[config.mk]
export PLATFORM = sky130hd
export DESIGN_NAME = sat_counter
export DESIGN_NICKNAME = d
export VERILOG_FILES = /design/src/rtl/chdr_fifo_integrity_checker_sat_counter.sv
export SDC_FILE = /design/constraint.sdc
export NUM_CORES = 1
export LEC_CHECK = 0
export BUFFER_PORTS_ARGS = -buffer_cell sky130_fd_sc_hd__buf_2
export CAP_MARGIN = 25
export CORE_MARGIN = 2
export CORE_UTILIZATION = 56
export CTS_CLUSTER_SIZE = 16
export DETAILED_ROUTE_END_ITERATION = 10
export PLACE_DENSITY_LB_ADDON = 0.25
export SLEW_MARGIN = 20
export SYNTH_ARGS = -nofsm -noshare
export SYNTH_HDL_FRONTEND = slang
export SYNTH_SLANG_ARGS = --single-unit
export TNS_END_PERCENT = 1
[constraint.sdc]
create_clock -name clk -period 2.8 [get_ports clk]
set_input_delay 0.14 -clock clk [delete_from_list [all_inputs] [get_ports clk]]
set_output_delay 0.14 -clock clk [all_outputs]
set_load 0.01 [all_outputs]
[src/rtl/chdr_fifo_integrity_checker_sat_counter.sv]
// Saturating event counter with synchronous clear; holds at all-ones.
module sat_counter #(
    parameter int WIDTH = 16
) (
    input  logic             clk,
    input  logic             reset,
    input  logic             clear,
    input  logic             i_inc,
    output logic [WIDTH-1:0] o_count
);

    logic [WIDTH-1:0] r_count;

    always_ff @(posedge clk or posedge reset) begin
        if (reset) begin
            r_count <= '0;
        end else if (clear) begin
            r_count <= '0;
        end else if (i_inc && (r_count != {WIDTH{1'b1}})) begin
            r_count <= r_count + 1'b1;
        end
    end

    assign o_count = r_count;

endmodule

==> results of run 1 <==
-- through the flow --
stage / area [um^2] / utilization / setup slack, ns / instances
after global routing: 1050 / 0.684 / 0.611 / 136
after global placement: 1020 / 0.663 / 0.911 / 132
after floorplan: 932 / - / 0.977 / 101
final: 1050 / 0.684 / 0.760 / 136
after detailed placement: 1020 / 0.663 / 0.814 / 132
after CTS: 1050 / 0.684 / 0.807 / 136
-- final cells by class --
type                       count  area [um^2]
timing repair buffer          20          105
tap                           16         20.0
fill                         134          487
multi-input combinational     78          495
clock buffer                   3         22.5
sequential                    16          400
inverter                       3         11.3
-- Yosys cell counts (all sizes together) --
master | n | area, um^2
dfrtp | 16 | 400
a21oi | 12 | 60.1
or4 | 8 | 65.1
nand3 | 7 | 35.0
or3 | 7 | 45.1
nand2 | 6 | 22.5
nand4 | 5 | 46.3
o21ai | 5 | 25.0
o31ai | 5 | 37.5
nor3 | 4 | 20.0
inv | 3 | 11.3
nor2 | 3 | 11.3
nor2b | 3 | 18.8
nor4 | 3 | 18.8
clkbuf | 2 | 8.75
mux2 | 2 | 22.5
nand2b | 2 | 12.5
o41ai | 2 | 17.5
a31oi | 1 | 6.26
and4 | 1 | 8.76
buf | 1 | 7.51
dlygate4sd1 | 1 | 8.76
ha | 1 | 12.5
mux2i | 1 | 10.0
-- cells by family after synthesis --
group | count (synthesis) | synth area share
AND/OR/NAND/NOR | 49 | 0.326
buffers and inverters | 7 | 0.0389
adder cells (fa/ha/maj) | 1 | 0.0134
AO/OA/AOI/OAI | 25 | 0.157
flip-flops | 16 | 0.430
multiplexers | 3 | 0.0349
-- how the worst max path moves through the flow --
stage                from         end  slack, ns  cells past startpoint
3_5_place_dp   o_count[0]  o_count[0]       0.81                      5
5_1_grt        o_count[0]  o_count[0]       0.61                      5
2_1_floorplan  o_count[0]  o_count[0]       0.98                      6
4_1_cts        o_count[0]  o_count[0]       0.81                      5
6_report       o_count[0]  o_count[0]       0.76                      5
3_3_place_gp   o_count[0]  o_count[0]       0.91                      5
-- report_power, final --
part           leakage [nW]  switching [W]  internal, W
Sequential            0.222     0.00000375     0.000234
Clock                0.0138      0.0000777    0.0000501
Combinational         0.207      0.0000192   0.00000987
Total                 0.443       0.000101     0.000294
-- routing by layer --
layer / routed length [um] / vias to the layer above
li1: - / 430
met1: 922 / 412
met2: 976 / 52
met3: 158 / 6
met4: 55 / 0
met5: 0 / -
-- critical path, cell delays in order (launching register included) --
cell and delay [ns]:
dfrtp_1 0.42, ha_1 0.36, nand3_1 0.11, nor4_1 0.50
nor2b_1 0.20, mux2_2 0.33
-- repair_timing --
| action | 4_1_cts | 5_1_grt |
|---|---|---|
| hold buffers | 1 | 0 |
| resized for setup | 0 | 0 |
| endpoints found under the hold margin | 16 | 0 |
==> impl_results.md, run 1 <==
- Avg WL per Cell: 15.5 um
- Hold slack final: 0.240 ns
- CTS clk-pin slew, worst paths: 0.10 ns
- Maximum root-to-sink buffer count: 2
- RSZ-0062 raised after global routing: false
- Worst R2R Start: o_count[0]
- Full die area: 0.00201 mm^2
- Slew @ Worst Pin: 0.634 ns
- Final setup skew: 0.00159 ns
- Worst r2r dst: o_count[0]
- Min-delay src: clear
- Status: finished clean
- Largest net degree at the start of global routing: 20
- Max-Cap Viols: 0
- Port bufs: 19
- Synth unique cells: 29
- Total Power: 0.000394 W
- Syn Area/Cell: 9.23 um^2
- Area grow syn2layout: 13.2%
- Startpoint Class: register
- Max IR drop VDD: 0.000296 V
- Die outline height: 44.8 um
- R2r worst-path depth: 5
- GR Overflow Total: 0
- Finish-stage setup viols: 0
- Post-CTS setup buffers: 0
- Fin Setup TNS: 0 ns
- Tmin final: between 2 and 2.5 ns
- GR Layer Usage met3: 0.0360
- Vias per cell: 6.62
- Worst Path Arrival: 2.22 ns
- Vias in the first global route: 779
- Most common library cell in the layout ignoring fill and taps: buf_2
- Top Ports: 20
- Critical path class: register to register
- Final nets: 127
- Fin crit share: 0.728
- Hold Path Stages: 2
- Die width: between 40 and 50 um
- CP required: a little under 3 ns
- Register area share after synthesis: 0.430
- # diodes: 0
- CP Max Fanout: 8
- Number of flip-flops in the largest register: 16
- GPL Wtd Cong: 0.743
- Clk sinks: 16
- Post-DP HPWL: roughly 1500 um
- Starting DRT DRC Count: 31
- Final Hold Vio Count: 0
- Layout cells sized above 1: 0.233
- Synth Cell Area: 932 um^2
- TritonCTS clock tree: done
- Static Leak: 0.443 nW
- Drt total wl: between 2000 and 2500 um
- Number of synthesized register bits: 16
- Worst hold path type: input port to register
- Pwr/cell area: 374 mW/mm^2
- Most frequent cells in the layout: buf_2 (19), dfrtp_1 (16), a21oi_1 (12)
- Root buffer cell: clkbuf_4
- GR Util met2: 0.359
- Starting Density: 0.605
- Tot GR Track Use: 0.233
- # rows: 14
- CP Capture Type: register
- Core area: between 0.0015 and 0.002 mm^2
- DRT antenna net count: 0
- Slew headroom: 0.574
- # DRC: 0
- Max Slew Vio Count: 0
- Initial antenna violation count: 0
- TritonRoute pass-1 iters: 4
- Worst skew pair latency: 0.29 ns
- H-tree levels: 1
- First-pass GRT wire length: 3440 um
- YS warnings: 0
- Syn Inst Count: 101
- Met1 usage: 0.308
- Setup slack, reg-to-reg: 0.76 ns
- Vias: 900
- F_max: 490 MHz
- GRT busiest layer: met2
- Net Count, Synth: 106
- Cts bufs inserted: 3
- Hold EP: o_count[7]
No activity file was read; power rests on OpenSTA's default activity.
==> run 2, diff against run 1 <==
CORE_UTILIZATION = 47   (was 56)
clock period = 1.7 ns   (was 2.8 ns; I/O delays follow)
==> impl_results.md, run 2 (synthesis results as in run 1) <==
- Most frequent cells in the layout: buf_4 (26), buf_2 (19), dfrtp_1 (16)
- Cells after DPL: 165
- Max-Cap Viols: 0
- Core area: 0.00192 mm^2
- Clk sinks: 16
- H-tree levels: 1
- Die outline height: 48.5 um
- Vias per cell: 5.76
- Pwr/cell area: 545 mW/mm^2
- Slew headroom: 0.587
- Switching power: 0.000169 W
- CTS clk-pin slew, worst paths: around 0.10 ns
- CP Capture Type: register
- CP Max Fanout: 5
- Vias in the first global route: between 900 and 1000
- Fin cells: between 150 and 200
- Worst r2r dst: o_count[13]
- Clock power frac: 0.367
- Max incr delay on CP: 0.57 ns
- Final Hold Vio Count: 0
- Hold slack final: 0.191 ns
- Top Ports: 20
- Worst R2R Start: o_count[10]
- Initial antenna violation count: 0
- Avg WL per Cell: 14.8 um
- GPL Wtd Cong: 0.806
- Max Slew Vio Count: 0
- R2r worst-path depth: 4
- Crit-path cells: nand4_4 -> or4_4 -> or4_1 -> a21oi_1
- P_int: 0.000542 W
- Failing checks: negative setup slack
- Number of flip-flops in the largest register: 16
- Net Sw Frac: 0.238
- Fin Setup TNS: -0.0413 ns
- Critical path depth: 4
- Starting Density: 0.485
- Tmin final: 1.74 ns
- TritonRoute pass-1 iters: 4
- Hold Path Stages: 2
- Sequential group share of total power: 0.550
- Worst Path Arrival: 1.97 ns
- Multi-input gate area: 523 um^2
- Slew @ Worst Pin: 0.618 ns
- Status: finished, violations left
- Port bufs: 19
- TritonCTS clock tree: done
- Fin crit share: 1.02
- Full die area: 0.00236 mm^2
- Max IR drop VDD: roughly 0.00042 V
- Area grow syn2layout: 40.0%
- Register area: 400 um^2
- Root buffer cell: clkbuf_4
- Vias: about 1000
- Tot GR Track Use: 0.237
- Worst hold path type: input port to register
- Most common library cell in the layout ignoring fill and taps: buf_4
- Comb power frac: 0.083
- RSZ-0062 raised after global routing: true
- # diodes: 0
- Drt total wl: 2570 um
- Starting DRT DRC Count: 27
- Crit-path slowest cell: or4_4
- Worst skew pair latency: 0.29 ns
- Filler cell count: approximately 160
- # DRC: 0
- CP required: 1.93 ns
- Startpoint Class: register
- # rows: 16
- Setup slack, reg-to-reg: -0.04 ns
- Delay-heaviest family, CP: simple AND/OR/NAND/NOR gates
- Worst path buffer plus inverter count: 0
- Die width: roughly 49 um
- Post-DP HPWL: 1830 um
- First-pass GRT wire length: 4350 um
- F_max: between 500 and 600 MHz
- Largest net degree at the start of global routing: 20
- Hold EP: o_count[13]
- Finish-stage setup viols: 1
- Layout cells sized above 1: 0.401
- DRT antenna net count: 0
- Static Leak: 0.583 nW
- Critical path class: register to register
- Cts bufs inserted: 3
- Final setup skew: ~0.0017 ns
- Setup WS post-layout: -0.0413 ns
- Final nets: 153
- Maximum root-to-sink buffer count: 2
- GR Overflow Total: 0
- Min-delay src: clear
## run 2: cell types whose count changed in the layout (fill, tap and decap cells not counted)
| cell | previous run | this run |
|---|---|---|
| buf_4 | 0 | 26 |
| nor4_1 | 3 | 1 |
| nor4_2 | 0 | 2 |
| clkbuf_8 | 0 | 1 |
| ha_1 | 1 | 0 |
| ha_4 | 0 | 1 |
| nand2_1 | 6 | 5 |
| nand2_2 | 0 | 1 |
## run 2: worst max-delay path by stage
stage	slack [ns]	end	from
6_report	-0.04	o_count[13]	o_count[10]
2_1_floorplan	-0.10	o_count[12]	o_count[0]
5_1_grt	-0.11	o_count[13]	o_count[2]
4_1_cts	-0.04	o_count[13]	o_count[10]
3_3_place_gp	0.03	o_count[13]	o_count[8]
3_5_place_dp	-0.04	o_count[13]	o_count[4]
## run 2: layout make-up
type | count | area share
Inverter | 3 | 0.00863
Multi-Input combinational cell | 78 | 0.401
Tap cell | 27 | 0.0259
Timing Repair Buffer | 46 | 0.230
Sequential cell | 16 | 0.307
Clock buffer | 4 | 0.0278
## run 2: power groups by stage
stage	Combinational, W	Sequential (W)	Clock [W]
2_1_floorplan	0.0000301	0.000400	0
3_3_place_gp	0.0000539	0.000397	0
3_5_place_dp	0.0000552	0.000397	0
4_1_cts	0.0000577	0.000389	0.000262
5_1_grt	0.0000686	0.000392	0.000284
6_report	0.0000588	0.000391	0.000261
## run 2: layer usage
layer | share of wire | routed length, um | track usage
met4 | 0.018 | 46 | 0.0952
met2 | 0.50 | 1270 | 0.398
met3 | 0.041 | 105 | 0.0432
met1 | 0.44 | 1140 | 0.303
met5 | 0 | 0 | 0
## run 2: through the flow
stage,total power [W],worst slack [ns],utilization,instance area (um^2)
global route,0.000745,-0.108,0.679,1310
global placement,0.000451,0.0288,0.628,1210
floorplan,0.000430,-0.104,-,938
detailed placement,0.000452,-0.0355,0.628,1210
finish,0.000711,-0.0413,0.679,1310
CTS,0.000709,-0.0386,0.664,1280
## run 2: timing repair
action / CTS / global route
buffers inserted: 3 / 1
setup endpoints to repair: 1 / 14
hold buffers: 1 / 0
hold endpoints to repair: 16 / 0
pin swaps: 4 / 2
resized for setup: 0 / 4
==> run 3, diff against run 2 <==
CORE_UTILIZATION = 56   (was 47)
clock period = 2.2 ns   (was 1.7 ns; I/O delays follow)
==> impl_results.md, run 3 (synthesis results as in run 1) <==
- Max incr delay on CP: between 0.5 and 0.6 ns
- Delay-heaviest family, CP: simple AND/OR/NAND/NOR gates
- Avg WL per Cell: 15.9 um
- GR Overflow Total: 0
- Starting Density: 0.605
- TritonRoute pass-1 iters: 4
- Static Leak: 0.454 nW
- F_max: 515 MHz
- Post-CTS setup buffers: 0
- Tmin final: 1.94 ns
- RSZ-0062 raised after global routing: false
- Crit-path cells: nand4_1 -> or4_4 -> or4_1 -> a21oi_1
- Startpoint Class: register
- Hold slack final: 0.208 ns
- Number of flip-flops in the largest register: 16
- Slew headroom: 0.570
- Max IR drop VDD: 0.000319 V
- Hold-fix buffers at CTS: 1
- Tot GR Track Use: 0.236
- Critical path class: register to register
- Slew @ Worst Pin: 0.644 ns
- Top Ports: 20
- Final nets: ~130
- Switching power: ~0.00013 W
- Fin Setup TNS: 0 ns
- Register area: 400 um^2
- Core area: 0.00154 mm^2
- Vias in the first global route: about 840
- Vias: 926
- CP Capture Type: register
- Full die area: about 0.0020 mm^2
- Most frequent cells in the layout: buf_2 (19), dfrtp_1 (16), a21oi_1 (12)
- CP required: between 2 and 2.5 ns
- Sequential group share of total power: 0.564
- Finish-stage setup viols: 0
- P_int: roughly 0.0004 W
- Max-Cap Viols: 0
- TritonCTS clock tree: done
- Worst Path Arrival: between 2 and 2.5 ns
- Layout cells sized above 1: 0.246
- Comb power frac: 0.067
- Vias per cell: 6.71
- Net Sw Frac: 0.234
- # DRC: 0
- CTS clk-pin slew, worst paths: 0.10 ns
- CP Max Fanout: 8
- Die width: between 40 and 50 um
- GPL Wtd Cong: 0.757
- First-pass GRT wire length: 3540 um
- Worst skew pair latency: 0.29 ns
- Largest net degree at the start of global routing: 20
- Starting DRT DRC Count: 44
- Multi-input gate area: 495 um^2
- DRT antenna net count: 0
- Maximum root-to-sink buffer count: 2
- Pwr/cell area: 498 mW/mm^2
- Post-CTS sizing: 0
- Root buffer cell: clkbuf_4
- Initial antenna violation count: 0
- Final setup skew: slightly below 0.01 ns
- Crit-path slowest cell: or4_4
- H-tree levels: 1
- Max Slew Vio Count: 0
- Cts bufs inserted: 3
- Final Hold Vio Count: 0
- Status: finished clean
- Die outline height: 44.8 um
- Drt total wl: roughly 2200 um
- Port bufs: 19
- Area grow syn2layout: 15.4%
- Post-DP HPWL: ~1500 um
- Worst hold path type: input port to register
- # diodes: 0
- Filler cell count: 120
- Clk sinks: 16
- Clock power frac: 0.369
- Most common library cell in the layout ignoring fill and taps: buf_2
- Fin crit share: 0.883
- Worst path buffer plus inverter count: 0
- Core Util, Final: 0.698
- # rows: 14
[run 3: final cells by class]
cell class,instances,share of cell area
repair buffers,21,0.105
well taps,16,0.0186
flip-flops and latches,16,0.372
clock buffers,4,0.0337
multi-input cells,78,0.460
inverters,3,0.0105
[run 3: power by group through the flow]
stage          logic (W)  clock network, W  registers [W]
2_1_floorplan  0.0000233                 0       0.000309
3_3_place_gp   0.0000335                 0       0.000307
3_5_place_dp   0.0000348                 0       0.000308
4_1_cts        0.0000363          0.000198       0.000302
5_1_grt        0.0000397          0.000210       0.000303
6_report       0.0000359          0.000198       0.000302
[run 3: worst reg2reg max path, cell delays in order, from the launching register on]
cell	delay, ns
dfrtp_1	0.47
nand4_1	0.23
or4_4	0.58
or4_1	0.42
a21oi_1	0.17
[run 3: per-layer routing]
| layer | up-vias | global-route usage | part of all wire |
|---|---|---|---|
| met5 | - | 0 | 0 |
| met4 | 0 | 0.0941 | 0.011 |
| met3 | 5 | 0.0360 | 0.080 |
| met2 | 51 | 0.386 | 0.46 |
| met1 | 436 | 0.315 | 0.44 |
| li1 | 434 | - | - |
[run 3: through the flow]
stage | total power, W | cells | setup slack, ns | cell area [um^2]
floorplan | 0.000332 | 101 | 0.377 | 932
global placement | 0.000341 | 133 | 0.370 | 1030
detailed placement | 0.000343 | 133 | 0.306 | 1030
CTS | 0.000536 | 138 | 0.295 | 1080
global route | 0.000553 | 138 | 0.163 | 1080
finish | 0.000536 | 138 | 0.258 | 1080
[run 3: path summary, 6_finish.rpt]
check,start,endpoint,slack [ns],cells past startpoint
max in group asynchronous,reset,o_count[3],1.34,3
min,clear,o_count[12],0.21,2
min in group asynchronous,reset,o_count[9],0.44,3
max,o_count[2],o_count[13],0.26,4
max reg2reg,o_count[2],o_count[13],0.26,4
min reg2reg,o_count[14],o_count[14],0.60,2
